===== src/rtl/proc_pkg.sv =====
// Shared constants and fetch-state encoding for the 16-bit processor front end.
package proc_pkg;
  localparam int ADDR_W  = 10;
  localparam int INSTR_W = 16;

  typedef enum logic [1:0] {
    BOOT   = 2'd0,
    RUN    = 2'd1,
    HALTED = 2'd2
  } fetch_state_e;
endpackage


===== src/rtl/fetch_sequencer_if.sv =====
// Boot stream, IM port and control-unit signals seen by the fetch sequencer.
interface fetch_sequencer_if;
  import proc_pkg::*;

  logic               boot_valid;
  logic [INSTR_W-1:0] boot_data;
  logic               boot_last;
  logic               boot_ready;
  logic               boot_overflow;
  logic               im_en_write;
  logic [ADDR_W-1:0]  im_address;
  logic [INSTR_W-1:0] im_data_in;
  logic               stall;
  logic               branch_taken;
  logic [ADDR_W-1:0]  branch_target;
  logic               halt;
  logic               instr_valid;
  logic [ADDR_W-1:0]  instr_pc;
  logic [ADDR_W-1:0]  pc;
  logic               running;

  modport seq (
    input  boot_valid, boot_data, boot_last, stall, branch_taken, branch_target, halt,
    output boot_ready, boot_overflow, im_en_write, im_address, im_data_in,
           instr_valid, instr_pc, pc, running
  );

  modport env (
    output boot_valid, boot_data, boot_last, stall, branch_taken, branch_target, halt,
    input  boot_ready, boot_overflow, im_en_write, im_address, im_data_in,
           instr_valid, instr_pc, pc, running
  );
endinterface


===== src/rtl/pc_counter.sv =====
// Address register with load, hold and wrapping increment; used for load_ptr and pc.
module pc_counter
  import proc_pkg::*;
#(
  parameter int W = ADDR_W
) (
  input  logic         clk,
  input  logic         rst_n,
  input  logic         i_load,
  input  logic [W-1:0] i_load_val,
  input  logic         i_inc,
  output logic [W-1:0] o_q
);
  logic [W-1:0] r_q;

  // Load wins over increment; the increment wraps naturally at 2^W.
  always_ff @(posedge clk) begin
    if (!rst_n)      r_q <= '0;
    else if (i_load) r_q <= i_load_val;
    else if (i_inc)  r_q <= r_q + 1'b1;
  end

  assign o_q = r_q;
endmodule


===== src/rtl/fetch_sequencer.sv =====
// Boot-loads IM from a word stream, then sequences the PC with halt/branch/stall control.
module fetch_sequencer
  import proc_pkg::*;
(
  input  logic           clk,
  input  logic           rst_n,
  fetch_sequencer_if.seq bus
);
  fetch_state_e      r_state, w_state_nxt;
  logic              r_overflow;
  logic              r_instr_valid;
  logic [ADDR_W-1:0] r_instr_pc;

  logic              w_boot_ready;
  logic              w_accept;
  logic              w_pc_load;
  logic [ADDR_W-1:0] w_pc_load_val;
  logic              w_pc_inc;
  logic              w_issue;
  logic [ADDR_W-1:0] w_im_address;
  logic [ADDR_W-1:0] w_load_ptr;
  logic [ADDR_W-1:0] w_pc;

  pc_counter #(.W(ADDR_W)) u_load_ptr (
    .clk        (clk),
    .rst_n      (rst_n),
    .i_load     (1'b0),
    .i_load_val ('0),
    .i_inc      (w_accept),
    .o_q        (w_load_ptr)
  );

  pc_counter #(.W(ADDR_W)) u_pc (
    .clk        (clk),
    .rst_n      (rst_n),
    .i_load     (w_pc_load),
    .i_load_val (w_pc_load_val),
    .i_inc      (w_pc_inc),
    .o_q        (w_pc)
  );

  always_ff @(posedge clk) begin
    if (!rst_n) r_state <= BOOT;
    else        r_state <= w_state_nxt;
  end

  always_comb begin
    w_state_nxt   = r_state;
    w_boot_ready  = 1'b0;
    w_accept      = 1'b0;
    w_pc_load     = 1'b0;
    w_pc_load_val = '0;
    w_pc_inc      = 1'b0;
    w_issue       = 1'b0;
    w_im_address  = w_pc;
    case (r_state)
      BOOT: begin
        // Held low while reset is asserted so no IM write slips through.
        w_boot_ready = rst_n;
        w_accept     = bus.boot_valid & w_boot_ready;
        w_im_address = w_load_ptr;
        if (w_accept && bus.boot_last) begin
          w_state_nxt = RUN;
          w_pc_load   = 1'b1;
        end
      end
      RUN: begin
        if (bus.halt) begin
          w_state_nxt = HALTED;
        end else if (bus.branch_taken) begin
          w_pc_load     = 1'b1;
          w_pc_load_val = bus.branch_target;
        end else if (!bus.stall) begin
          w_pc_inc = 1'b1;
          w_issue  = 1'b1;
        end
      end
      HALTED: ;
      default: w_state_nxt = BOOT;
    endcase
  end

  // Overflow marks a pointer wrap that happens before the final boot word.
  always_ff @(posedge clk) begin
    if (!rst_n)
      r_overflow <= 1'b0;
    else if (w_accept && (&w_load_ptr) && !bus.boot_last)
      r_overflow <= 1'b1;
  end

  // IM read data arrives one cycle after the address; valid/pc follow it.
  always_ff @(posedge clk) begin
    if (!rst_n) begin
      r_instr_valid <= 1'b0;
      r_instr_pc    <= '0;
    end else begin
      r_instr_valid <= w_issue;
      if (w_issue) r_instr_pc <= w_pc;
    end
  end

  assign bus.boot_ready    = w_boot_ready;
  assign bus.boot_overflow = r_overflow;
  assign bus.im_en_write   = w_accept;
  assign bus.im_address    = w_im_address;
  assign bus.im_data_in    = bus.boot_data;
  assign bus.instr_valid   = r_instr_valid;
  assign bus.instr_pc      = r_instr_pc;
  assign bus.pc            = w_pc;
  assign bus.running       = (r_state == RUN);
endmodule


===== src/flat_wrapper.sv =====
// flat-port wrapper written by rule: the top's interface ports become plain ports
module fetch_sequencer_flat import proc_pkg::*;
  (clk, rst_n, bus_boot_valid, bus_boot_data, bus_boot_last, bus_stall, bus_branch_taken, bus_branch_target, bus_halt, bus_boot_ready, bus_boot_overflow, bus_im_en_write, bus_im_address, bus_im_data_in, bus_instr_valid, bus_instr_pc, bus_pc, bus_running);
  fetch_sequencer_if bus_i ();
  input  logic clk;
  input  logic rst_n;
  input wire logic [$bits(bus_i.boot_valid)-1:0] bus_boot_valid;
  input wire logic [$bits(bus_i.boot_data)-1:0] bus_boot_data;
  input wire logic [$bits(bus_i.boot_last)-1:0] bus_boot_last;
  input wire logic [$bits(bus_i.stall)-1:0] bus_stall;
  input wire logic [$bits(bus_i.branch_taken)-1:0] bus_branch_taken;
  input wire logic [$bits(bus_i.branch_target)-1:0] bus_branch_target;
  input wire logic [$bits(bus_i.halt)-1:0] bus_halt;
  output wire logic [$bits(bus_i.boot_ready)-1:0] bus_boot_ready;
  output wire logic [$bits(bus_i.boot_overflow)-1:0] bus_boot_overflow;
  output wire logic [$bits(bus_i.im_en_write)-1:0] bus_im_en_write;
  output wire logic [$bits(bus_i.im_address)-1:0] bus_im_address;
  output wire logic [$bits(bus_i.im_data_in)-1:0] bus_im_data_in;
  output wire logic [$bits(bus_i.instr_valid)-1:0] bus_instr_valid;
  output wire logic [$bits(bus_i.instr_pc)-1:0] bus_instr_pc;
  output wire logic [$bits(bus_i.pc)-1:0] bus_pc;
  output wire logic [$bits(bus_i.running)-1:0] bus_running;
  assign bus_i.boot_valid = bus_boot_valid;
  assign bus_i.boot_data = bus_boot_data;
  assign bus_i.boot_last = bus_boot_last;
  assign bus_i.stall = bus_stall;
  assign bus_i.branch_taken = bus_branch_taken;
  assign bus_i.branch_target = bus_branch_target;
  assign bus_i.halt = bus_halt;
  assign bus_boot_ready = bus_i.boot_ready;
  assign bus_boot_overflow = bus_i.boot_overflow;
  assign bus_im_en_write = bus_i.im_en_write;
  assign bus_im_address = bus_i.im_address;
  assign bus_im_data_in = bus_i.im_data_in;
  assign bus_instr_valid = bus_i.instr_valid;
  assign bus_instr_pc = bus_i.instr_pc;
  assign bus_pc = bus_i.pc;
  assign bus_running = bus_i.running;
  fetch_sequencer u_core (.clk(clk), .rst_n(rst_n), .bus(bus_i));
endmodule

===== config.mk =====
export PLATFORM = sky130hd
export DESIGN_NAME = fetch_sequencer_flat
export DESIGN_NICKNAME = d
export VERILOG_FILES = /design/src/rtl/proc_pkg.sv /design/src/rtl/fetch_sequencer_if.sv /design/src/rtl/pc_counter.sv /design/src/rtl/fetch_sequencer.sv /design/src/flat_wrapper.sv
export SDC_FILE = /design/constraint.sdc
export NUM_CORES = 1
export LEC_CHECK = 0
export CORE_MARGIN = 1
export CORE_UTILIZATION = 56
export CTS_CLUSTER_SIZE = 25
export DETAILED_ROUTE_END_ITERATION = 6
export DONT_BUFFER_PORTS = 1
export PLACE_DENSITY = 0.74
export SYNTH_ARGS = -nofsm -noshare
export SYNTH_HDL_FRONTEND = slang
export SYNTH_SLANG_ARGS = --single-unit

===== constraint.sdc =====
create_clock -name clk -period 1.6 [get_ports clk]
set_input_delay 0.16 -clock clk [delete_from_list [all_inputs] [get_ports clk]]
set_output_delay 0.16 -clock clk [all_outputs]
set_load 0.1 [all_outputs]

==> impl_metrics.py, run 1 <==
metrics = {
    "run_status": {
        "status": "complete, but fails checks",
        "failed_checks": "setup timing",
    },
    "drt": {
        "drt-vias-per-instance": 6.221,
        "wl_per_cell_um": 19.75,
        "first_pass_iters": 5,
        "vias": 1941,
        "ant_nets": 0,
        "drc_errors": 0,
        "first_iter_violations": 103,
        "drt-total-wl_um": 6163,
    },
    "setup_path": {
        "worstSetupPathType": "reg2out",
        "crit_buf_inv": 2,
        "crit_family": "flip-flops",
        "path_cells": "nor2_4 > buf_6 > mux2_4 > buf_12",
        "required_ns": 1.44,
        "cp-start-kind": "register",
        "slowest_delay_ns": 0.38,
        "endpoint_kind": "output pin",
        "cp.arrival_ns": 1.57,
        "crit_fanout": 6,
        "crit_slowest_cell": "dfxtp_4",
    },
    "final_layout": {
        "area_growth_pct": 41.14,
        "nNetsFinal": 302,
        "final.fill_count": 190,
        "fin_util_pct": 84.80,
        "multi_input_area_mm2": 0.001109,
        "final_area_mm2": 0.002631,
        "antenna_cells": 0,
        "ff_latch_area_um2": 718.2,
        "mostFrequentLayoutCells": "35 x nand2_1, 35 x buf_4, 22 x dfxtp_1, 18 x a21oi_1, 14 x nor2_1",
        "drive_gt1_share_pct": 36.57,
    },
    "timing": {
        "final_max_slew_viol_count": 0,
        "timing.final.ws_setup_ns": -0.1267,
        "finalCritPeriodShare_pct": 107.9,
        "setup_violations": 13,
        "skew_ns": 0.01101,
        "hold_viol": 0,
        "rsz0062_at_grt": "yes",
        "worst_pin_slew_ns": 0.6450,
        "fin_setup_tns_ns": -1.119,
        "fin_crit_ns": 1.727,
        "max_freq_mhz": 579.1,
        "relSlewSlack_pct": 56.42,
    },
    "grt": {
        "grt_pass1_wl_um": 8956,
        "grt_max_degree": 21,
        "antenna_found_initial": 0,
        "grt.overflow.total": 0,
        "grt_pass1_vias": 1884,
        "grt_usage_pct": 35.20,
    },
    "synth": {
        "netlist_area_mm2": 0.001864,
        "synth_edf_count": 0,
        "ys_types": 44,
        "synth_seq_area_share_pct": 36.51,
        "syn_nets": 260,
        "synth_ff_type": "dfxtp_1",
        "synth.top_cell.area_share_pct": 36.51,
        "avgSynthCellArea_um2": 8.286,
        "syn_inst": 225,
        "postSynthRegisterBits": 34,
        "synthArstFlopShare_pct": 0,
        "yosysTopAreaCell": "dfxtp_1",
        "synth_area_leaders": "dfxtp_1 37%, nand2_1 7.4%, buf_4 6.4%, mux2_2 5.4%, a21oi_1 4.8%",
        "yosys_warnings": 0,
    },
    "run": {
        "cap_violations": 0,
    },
    "placement": {
        "io_buffers": 0,
        "detailed_place_hpwl_um": 3750,
        "gp_congestion": 0.8876,
        "dpl_worst_slack_ns": -0.07394,
        "placed_area_mm2": 0.002277,
    },
    "clock_tree": {
        "clk_latency_ns": 0.36,
        "h-tree-depth": 2,
        "cts_tree": "built",
        "clockBufferDepth": 2,
        "root_buffer": "clkbuf_4",
        "cts_buffers": 5,
        "clk_pin_slew_ns": 0.12,
        "numClockSinks": 34,
    },
    "floorplanning": {
        "die_h_um": 59.70,
        "ios": 84,
        "die_w_um": 59.70,
        "initial_utilization_pct": 60.08,
        "core_area_mm2": 0.003103,
        "rows": 20,
        "die_area_mm2": 0.003564,
    },
    "pwr": {
        "total_power_mw": 1.925,
        "power_density_mw_per_mm2": 731.4,
        "vdd_ir_drop_max_uv": 635.8,
        "p_leak_nw": 1.055,
    },
    "min_path": {
        "hold_path.class": "in2reg",
    },
}
==> flip-flops by register name, summed over array words and instances (netlist names) <==
| register | count |
|---|---|
| u_core.bus.instr_pc | 10 |
| u_core.u_load_ptr.o_q | 10 |
| u_core.u_pc.o_q | 10 |
| u_core.r_state | 2 |
| u_core.bus.boot_overflow | 1 |
| u_core.bus.instr_valid | 1 |
==> Yosys cell counts, types with 3 or more instances <==
library cell and count:
nand3_1 10, a31oi_1 3, clkbuf_1 7, buf_4 16, buf_2 3, dfxtp_1 34, nand2_1 37, mux2_2 9
xor2_1 9, nor2_1 15, and3_1 5, o21ai_0 11, a21oi_1 18, nor3_1 3, inv_1 3, nand4_1 6
==> metal layers <==
metal	routed length, µm	part of all wire [%]	vias up	track usage (%)
met1	2227	36	913	38.92
met4	266	4.3	0	18.60
li1	-	-	853	-
met3	582	9.4	36	9.307
met5	0	0	-	0
met2	3087	50	139	61.27
==> kinds of logic after synthesis <==
family,Yosys count,share of synthesized area [%]
buf+inv,30,9.866
compound gates,46,15.91
fa+ha+maj,2,1.342
simple gates,94,26.24
flops,34,36.51
xor+xnor,10,4.698
mux,9,5.436
==> layout make-up <==
class / count / share of cell area [%]
Multi-Input combinational cell: 161 / 42.13
Sequential cell: 34 / 27.29
Timing Repair Buffer: 62 / 25.15
Clock buffer: 6 / 2.378
Tap cell: 44 / 2.092
Clock inverter: 2 / 0.5231
Inverter: 3 / 0.4280
==> power breakdown <==
part / switching (mW) / total (mW) / internal (mW)
clock network: 0.341 / 0.607 / 0.267
logic: 0.269 / 0.443 / 0.174
registers: 0.0239 / 0.875 / 0.851
==> repair_timing <==
item	in CTS	in global routing
setup buffers	5	2
gates cloned	1	0
hold buffers	8	0
resized for setup	30	7
hold endpoints to repair	14	0
pin swaps	2	2
endpoints found under the setup margin	22	28
==> path summary, 6_finish.rpt <==
kind                       endpoint  slack, ns  cells after the start                   start
max reg2reg      u_core.u_pc.o_q[6]      -0.03                      4       u_core.r_state[0]
min              u_core.u_pc.o_q[6]       0.01                      2    bus_branch_target[6]
max               bus_im_address[9]      -0.13                      4       u_core.r_state[1]
min reg2reg  u_core.bus.instr_pc[0]       0.46                      2  u_core.bus.instr_pc[0]
==> worst reg2reg max path: stages (launching register included) <==
cell and delay [ns]:
dfxtp_4 0.40, nor4bb_1 0.60, nand2_1 0.21, o211ai_1 0.22, a21oi_1 0.09
==> metrics by stage <==
step,cells,hold WS [ns]
floorplan,225,0.2885
global placement,288,0.2792
detailed placement,288,0.2837
CTS,310,0.01600
global route,312,0.02492
finish,312,0.01182
Note: power is estimated with default switching activity, not from simulation.
==> inputs of run 2 (changes only) <==
--- a/config.mk
+++ b/config.mk
@@ -10,6 +10,7 @@
 export CTS_CLUSTER_SIZE = 25
 export DETAILED_ROUTE_END_ITERATION = 6
 export DONT_BUFFER_PORTS = 1
+export GPL_ROUTABILITY_DRIVEN = 0
 export PLACE_DENSITY = 0.74
 export SYNTH_ARGS = -nofsm -noshare
 export SYNTH_HDL_FRONTEND = slang
==> impl_metrics.py, run 2 (synthesized netlist as in run 1, its figures left out) <==
metrics = {
    "drt": {
        "first_pass_iters": 5,
        "drc_errors": 0,
        "drt-total-wl_um": 6285,
        "drt-vias-per-instance": 6.502,
        "ant_nets": 0,
        "vias": 2035,
        "first_iter_violations": 182,
        "wl_per_cell_um": 20.08,
    },
    "final_layout": {
        "mostFrequentLayoutCells": "37 x buf_4, 36 x nand2_1, 22 x dfxtp_1, 18 x a21oi_1, 14 x nor2_1",
        "final.fill_count": 176,
        "multi_input_area_mm2": 0.001095,
        "drive_gt1_share_pct": 36.43,
        "area_growth_pct": 41.95,
        "antenna_cells": 0,
        "fin_util_pct": 85.28,
        "layout_commonest_cell": "buf_4",
        "nNetsFinal": 303,
        "ff_latch_area_um2": 718.2,
    },
    "setup_path": {
        "worstSetupPathType": "reg2out",
        "path_cells": "nor2_4 > buf_6 > mux2_4 > buf_12",
        "cp.arrival_ns": 1.57,
        "cp-start-kind": "register",
        "slowest_delay_ns": 0.39,
        "crit_slowest_cell": "dfxtp_4",
        "crit_family": "flip-flops",
        "crit_buf_inv": 2,
        "reg2reg_from": "u_core.r_state[1]",
        "rr_worst_depth": 5,
        "timing.rr.end": "u_core.bus.instr_pc[0]",
        "crit_fanout": 7,
        "endpoint_kind": "output pin",
        "crit_start": "u_core.r_state[0]",
        "worstSetupPathDepth": 4,
        "critPathCapture": "bus_im_address[1]",
        "required_ns": 1.44,
        "r2r_setup_slack_ns": 0.01,
    },
    "grt": {
        "grt_pass1_vias": 1840,
        "grt_max_degree": 21,
        "antenna_found_initial": 0,
        "grt.overflow.total": 0,
        "grt_pass1_wl_um": 8783,
        "grt_usage_pct": 34.30,
    },
    "floorplanning": {
        "ios": 84,
        "die_area_mm2": 0.003564,
        "die_h_um": 59.70,
        "die_w_um": 59.70,
        "initial_utilization_pct": 60.08,
        "rows": 20,
        "core_area_mm2": 0.003103,
    },
    "clock_tree": {
        "h-tree-depth": 2,
        "root_buffer": "clkbuf_4",
        "clockBufferDepth": 2,
        "clk_latency_ns": 0.35,
        "numClockSinks": 34,
        "cts_buffers": 5,
        "clk_pin_slew_ns": 0.11,
        "cts_tree": "built",
    },
    "placement": {
        "io_buffers": 0,
        "detailed_place_hpwl_um": 3647,
        "dpl_worst_slack_ns": -0.04624,
    },
    "timing": {
        "rsz0062_at_grt": "yes",
        "hold_viol": 0,
        "setup_violations": 10,
        "relSlewSlack_pct": 59.54,
        "finalCritPeriodShare_pct": 108.0,
        "fin_setup_tns_ns": -0.9979,
        "max_freq_mhz": 578.6,
        "fin_crit_ns": 1.728,
        "timing.final.ws_setup_ns": -0.1282,
        "final_max_slew_viol_count": 0,
        "skew_ns": 0.005962,
        "worst_pin_slew_ns": 0.6047,
    },
    "run": {
        "cap_violations": 0,
    },
    "pwr": {
        "power_density_mw_per_mm2": 791.9,
        "p_leak_nw": 1.072,
        "vdd_ir_drop_max_uv": 609.2,
        "total_power_mw": 2.096,
    },
    "min_path": {
        "hold_path.class": "in2reg",
    },
    "run_status": {
        "failed_checks": "setup timing",
        "status": "complete, but fails checks",
    },
}
==> run 2: layout make-up <==
| cell class | count | area share [%] |
|---|---|---|
| repair buffers | 63 | 24.96 |
| clock inverters | 1 | 1.135 |
| inverters | 3 | 0.4255 |
| multi-input cells | 161 | 41.37 |
| flip-flops and latches | 34 | 27.14 |
| clock buffers | 7 | 2.884 |
| well taps | 44 | 2.080 |
==> run 2: power breakdown <==
group | total (mW) | switching, mW | internal, mW
clock | 0.781 | 0.314 | 0.466
combinational | 0.438 | 0.269 | 0.169
sequential | 0.877 | 0.0261 | 0.851
total | 2.10 | 0.609 | 1.49
==> run 2: stage by stage <==
stage,hold WS (ns),cell area (µm²),instances
6_report,0.02934,2646,313
5_1_grt,0.03702,2646,313
4_1_cts,0.02484,2585,308
3_5_place_dp,0.2820,2277,288
3_3_place_gp,0.2812,2277,288
2_1_floorplan,0.2885,1943,225
==> run 2: layer usage <==
layer,routed length [µm],track usage (%)
met1,2233,40.40
met5,0,0
met2,3045,53.81
met4,245,21.93
met3,761,10.61
==> run 2: worst min-delay path by stage <==
stage / endpoint / slack, ns / start / cells past startpoint
after global routing: u_core.bus.boot_overflow / 0.04 / bus_boot_last / 2
after detailed placement: u_core.u_pc.o_q[1] / 0.28 / rst_n / 2
final: u_core.u_pc.o_q[6] / 0.03 / bus_branch_target[6] / 2
after global placement: u_core.u_pc.o_q[1] / 0.28 / rst_n / 2
after CTS: u_core.u_pc.o_q[6] / 0.02 / bus_branch_target[6] / 2
after floorplan: u_core.u_pc.o_q[0] / 0.29 / bus_branch_target[0] / 2
==> run 2: timing repair <==
item / in CTS / in global routing
pin swaps: 1 / 2
hold buffers: 8 / 0
gates resized for setup: 27 / 6
endpoints found under the setup margin: 23 / 27
buffers inserted: 3 / 5
hold endpoints to repair: 14 / 0
gates cloned: 1 / 0
==> inputs of run 3 (changes only) <==
--- a/config.mk
+++ b/config.mk
@@ -5,13 +5,13 @@
 export SDC_FILE = /design/constraint.sdc
 export NUM_CORES = 1
 export LEC_CHECK = 0
+export CORE_ASPECT_RATIO = 0.6
 export CORE_MARGIN = 1
-export CORE_UTILIZATION = 56
+export CORE_UTILIZATION = 45
 export CTS_CLUSTER_SIZE = 25
 export DETAILED_ROUTE_END_ITERATION = 6
 export DONT_BUFFER_PORTS = 1
 export GPL_ROUTABILITY_DRIVEN = 0
-export PLACE_DENSITY = 0.74
 export SYNTH_ARGS = -nofsm -noshare
 export SYNTH_HDL_FRONTEND = slang
 export SYNTH_SLANG_ARGS = --single-unit
==> impl_metrics.py, run 3 (synthesized netlist as in run 1, its figures left out) <==
metrics = {
    "pwr": {
        "switching_power_mw": 0.6046,
        "seq_power_share_pct": 45.7,
        "p_clk_share_pct": 32.6,
        "internal_power_mw": 1.304,
        "power_density_mw_per_mm2": 721.2,
        "sw_frac_of_total_pct": 31.68,
        "vdd_ir_drop_max_uv": 486.1,
        "comb_power_share_pct": 21.7,
        "p_leak_nw": 1.053,
    },
    "clock_tree": {
        "clk_pin_slew_ns": 0.07,
        "h-tree-depth": 2,
        "root_buffer": "clkbuf_8",
        "cts_buffers": 5,
        "cts_tree": "built",
        "numClockSinks": 34,
        "clockBufferDepth": 2,
        "clk_latency_ns": 0.29,
    },
    "timing": {
        "hold_viol": 0,
        "final_max_slew_viol_count": 0,
        "relSlewSlack_pct": 63.43,
        "fin_crit_ns": 1.711,
        "worst_pin_slew_ns": 0.5465,
        "finalCritPeriodShare_pct": 107.0,
        "skew_ns": 0.009608,
        "setup_violations": 11,
        "max_freq_mhz": 584.3,
        "timing.final.ws_setup_ns": -0.1115,
        "rsz0062_at_grt": "yes",
        "fin_setup_tns_ns": -1.104,
    },
    "drt": {
        "drc_errors": 0,
        "ant_nets": 0,
        "vias": 1895,
        "wl_per_cell_um": 19.42,
        "drt-total-wl_um": 6039,
        "drt-vias-per-instance": 6.093,
        "first_pass_iters": 5,
        "first_iter_violations": 189,
    },
    "min_path": {
        "min_to": "u_core.u_pc.o_q[8]",
        "hold_path.class": "in2reg",
        "hold_depth": 2,
        "hold_path_startpoint": "rst_n",
    },
    "setup_path": {
        "crit_fanout": 5,
        "rr_worst_depth": 5,
        "required_ns": 1.44,
        "cp-start-kind": "register",
        "worstSetupPathType": "reg2out",
        "r2r_setup_slack_ns": -0.07,
        "endpoint_kind": "output pin",
        "reg2reg_from": "u_core.r_state[1]",
        "timing.rr.end": "u_core.u_pc.o_q[7]",
        "cp.arrival_ns": 1.55,
    },
    "placement": {
        "detailed_place_hpwl_um": 4199,
        "place_inst": 292,
        "io_buffers": 0,
    },
    "final_layout": {
        "layout_commonest_cell": "buf_4",
        "nNetsFinal": 298,
        "fin_util_pct": 69.50,
        "mostFrequentLayoutCells": "33 x buf_4, 31 x nand2_1, 21 x dfxtp_1, 14 x nor2_1",
        "antenna_cells": 0,
        "drive_gt1_share_pct": 42.80,
        "area_growth_pct": 41.95,
        "instances_no_fill": 311,
    },
    "floorplanning": {
        "ios": 84,
        "die_h_um": 51.86,
        "die_area_mm2": 0.004413,
        "core_area_mm2": 0.003807,
        "initial_utilization_pct": 48.96,
        "die_w_um": 85.10,
        "rows": 17,
    },
    "run_status": {
        "failed_checks": "setup timing",
        "status": "complete, but fails checks",
    },
    "grt": {
        "grt_usage_pct": 28.37,
        "grt_pass1_vias": 1767,
        "antenna_found_initial": 0,
        "grt_pass1_wl_um": 9239,
        "grt_max_degree": 15,
        "grt.overflow.total": 0,
    },
    "run": {
        "cap_violations": 0,
    },
}
## run 3: changes by cell type in the layout (fill, tap and decap cells not counted), moves of 5 or more
cell | before | now
a21oi_1 | 18 | 10
a21oi_2 | 0 | 8
clkbuf_4 | 5 | 0
nand2_1 | 36 | 31
nand2_2 | 0 | 5
## run 3: critical path, stage by stage, from the launching register on
cell     delay, ns
dfxtp_4       0.37
buf_6         0.12
nor2_4        0.12
buf_6         0.16
mux2_4        0.32
buf_12        0.17
## run 3: worst max path at each step
stage                  startpoint            endpoint  slack [ns]  depth (start not counted)
6_report        u_core.r_state[1]   bus_im_address[8]       -0.11                          5
2_1_floorplan  u_core.u_pc.o_q[0]   bus_im_address[0]       -0.03                          2
5_1_grt         u_core.r_state[1]   bus_im_address[1]       -0.17                          5
3_3_place_gp    u_core.r_state[0]  u_core.u_pc.o_q[9]        0.04                          4
4_1_cts         u_core.r_state[1]   bus_im_address[8]       -0.08                          5
3_5_place_dp    u_core.r_state[1]  u_core.u_pc.o_q[8]       -0.08                          4
## run 3: stage by stage
step	cell area, µm²	power (mW)	hold WS, ns	setup slack [ns]
finish	2646	1.908	0.004137	-0.1115
global route	2646	1.982	-0.005409	-0.1736
CTS	2534	1.883	0.001075	-0.08324
detailed placement	2288	1.234	0.2775	-0.08022
global placement	2288	1.228	0.2834	0.04461
floorplan	1943	1.335	0.2885	-0.02819
## run 3: power by group through the flow
stage	Clock, mW	Sequential, mW	Combinational (mW)
finish	0.623	0.872	0.414
global route	0.679	0.874	0.429
CTS	0.624	0.871	0.388
detailed placement	0	0.888	0.345
global placement	0	0.887	0.341
floorplan	0	0.929	0.406
## run 3: final cells by class
type | instances | area, µm²
Inverter | 3 | 11.26
Tap cell | 47 | 58.81
Clock buffer | 6 | 72.57
Multi-Input combinational cell | 161 | 1166
Timing Repair Buffer | 58 | 610.6
Sequential cell | 34 | 716.9
Clock inverter | 2 | 10.01
Fill cell | 273 | 1161
## run 3: what timing repair did
| item | in CTS | in global routing |
|---|---|---|
| cloned | 1 | 0 |
| pin swaps | 4 | 6 |
| hold buffers | 3 | 2 |
| resized for setup | 30 | 22 |
| hold endpoints to repair | 4 | 3 |
| buffers inserted | 3 | 2 |
| endpoints found under the setup margin | 28 | 28 |
## run 3: per-layer routing
layer	GRT usage, %	vias to the layer above	wire [µm]
li1	-	853	-
met1	36.79	900	2519
met2	43.55	111	2676
met3	9.524	31	677
met4	11.86	0	165
met5	0	-	0
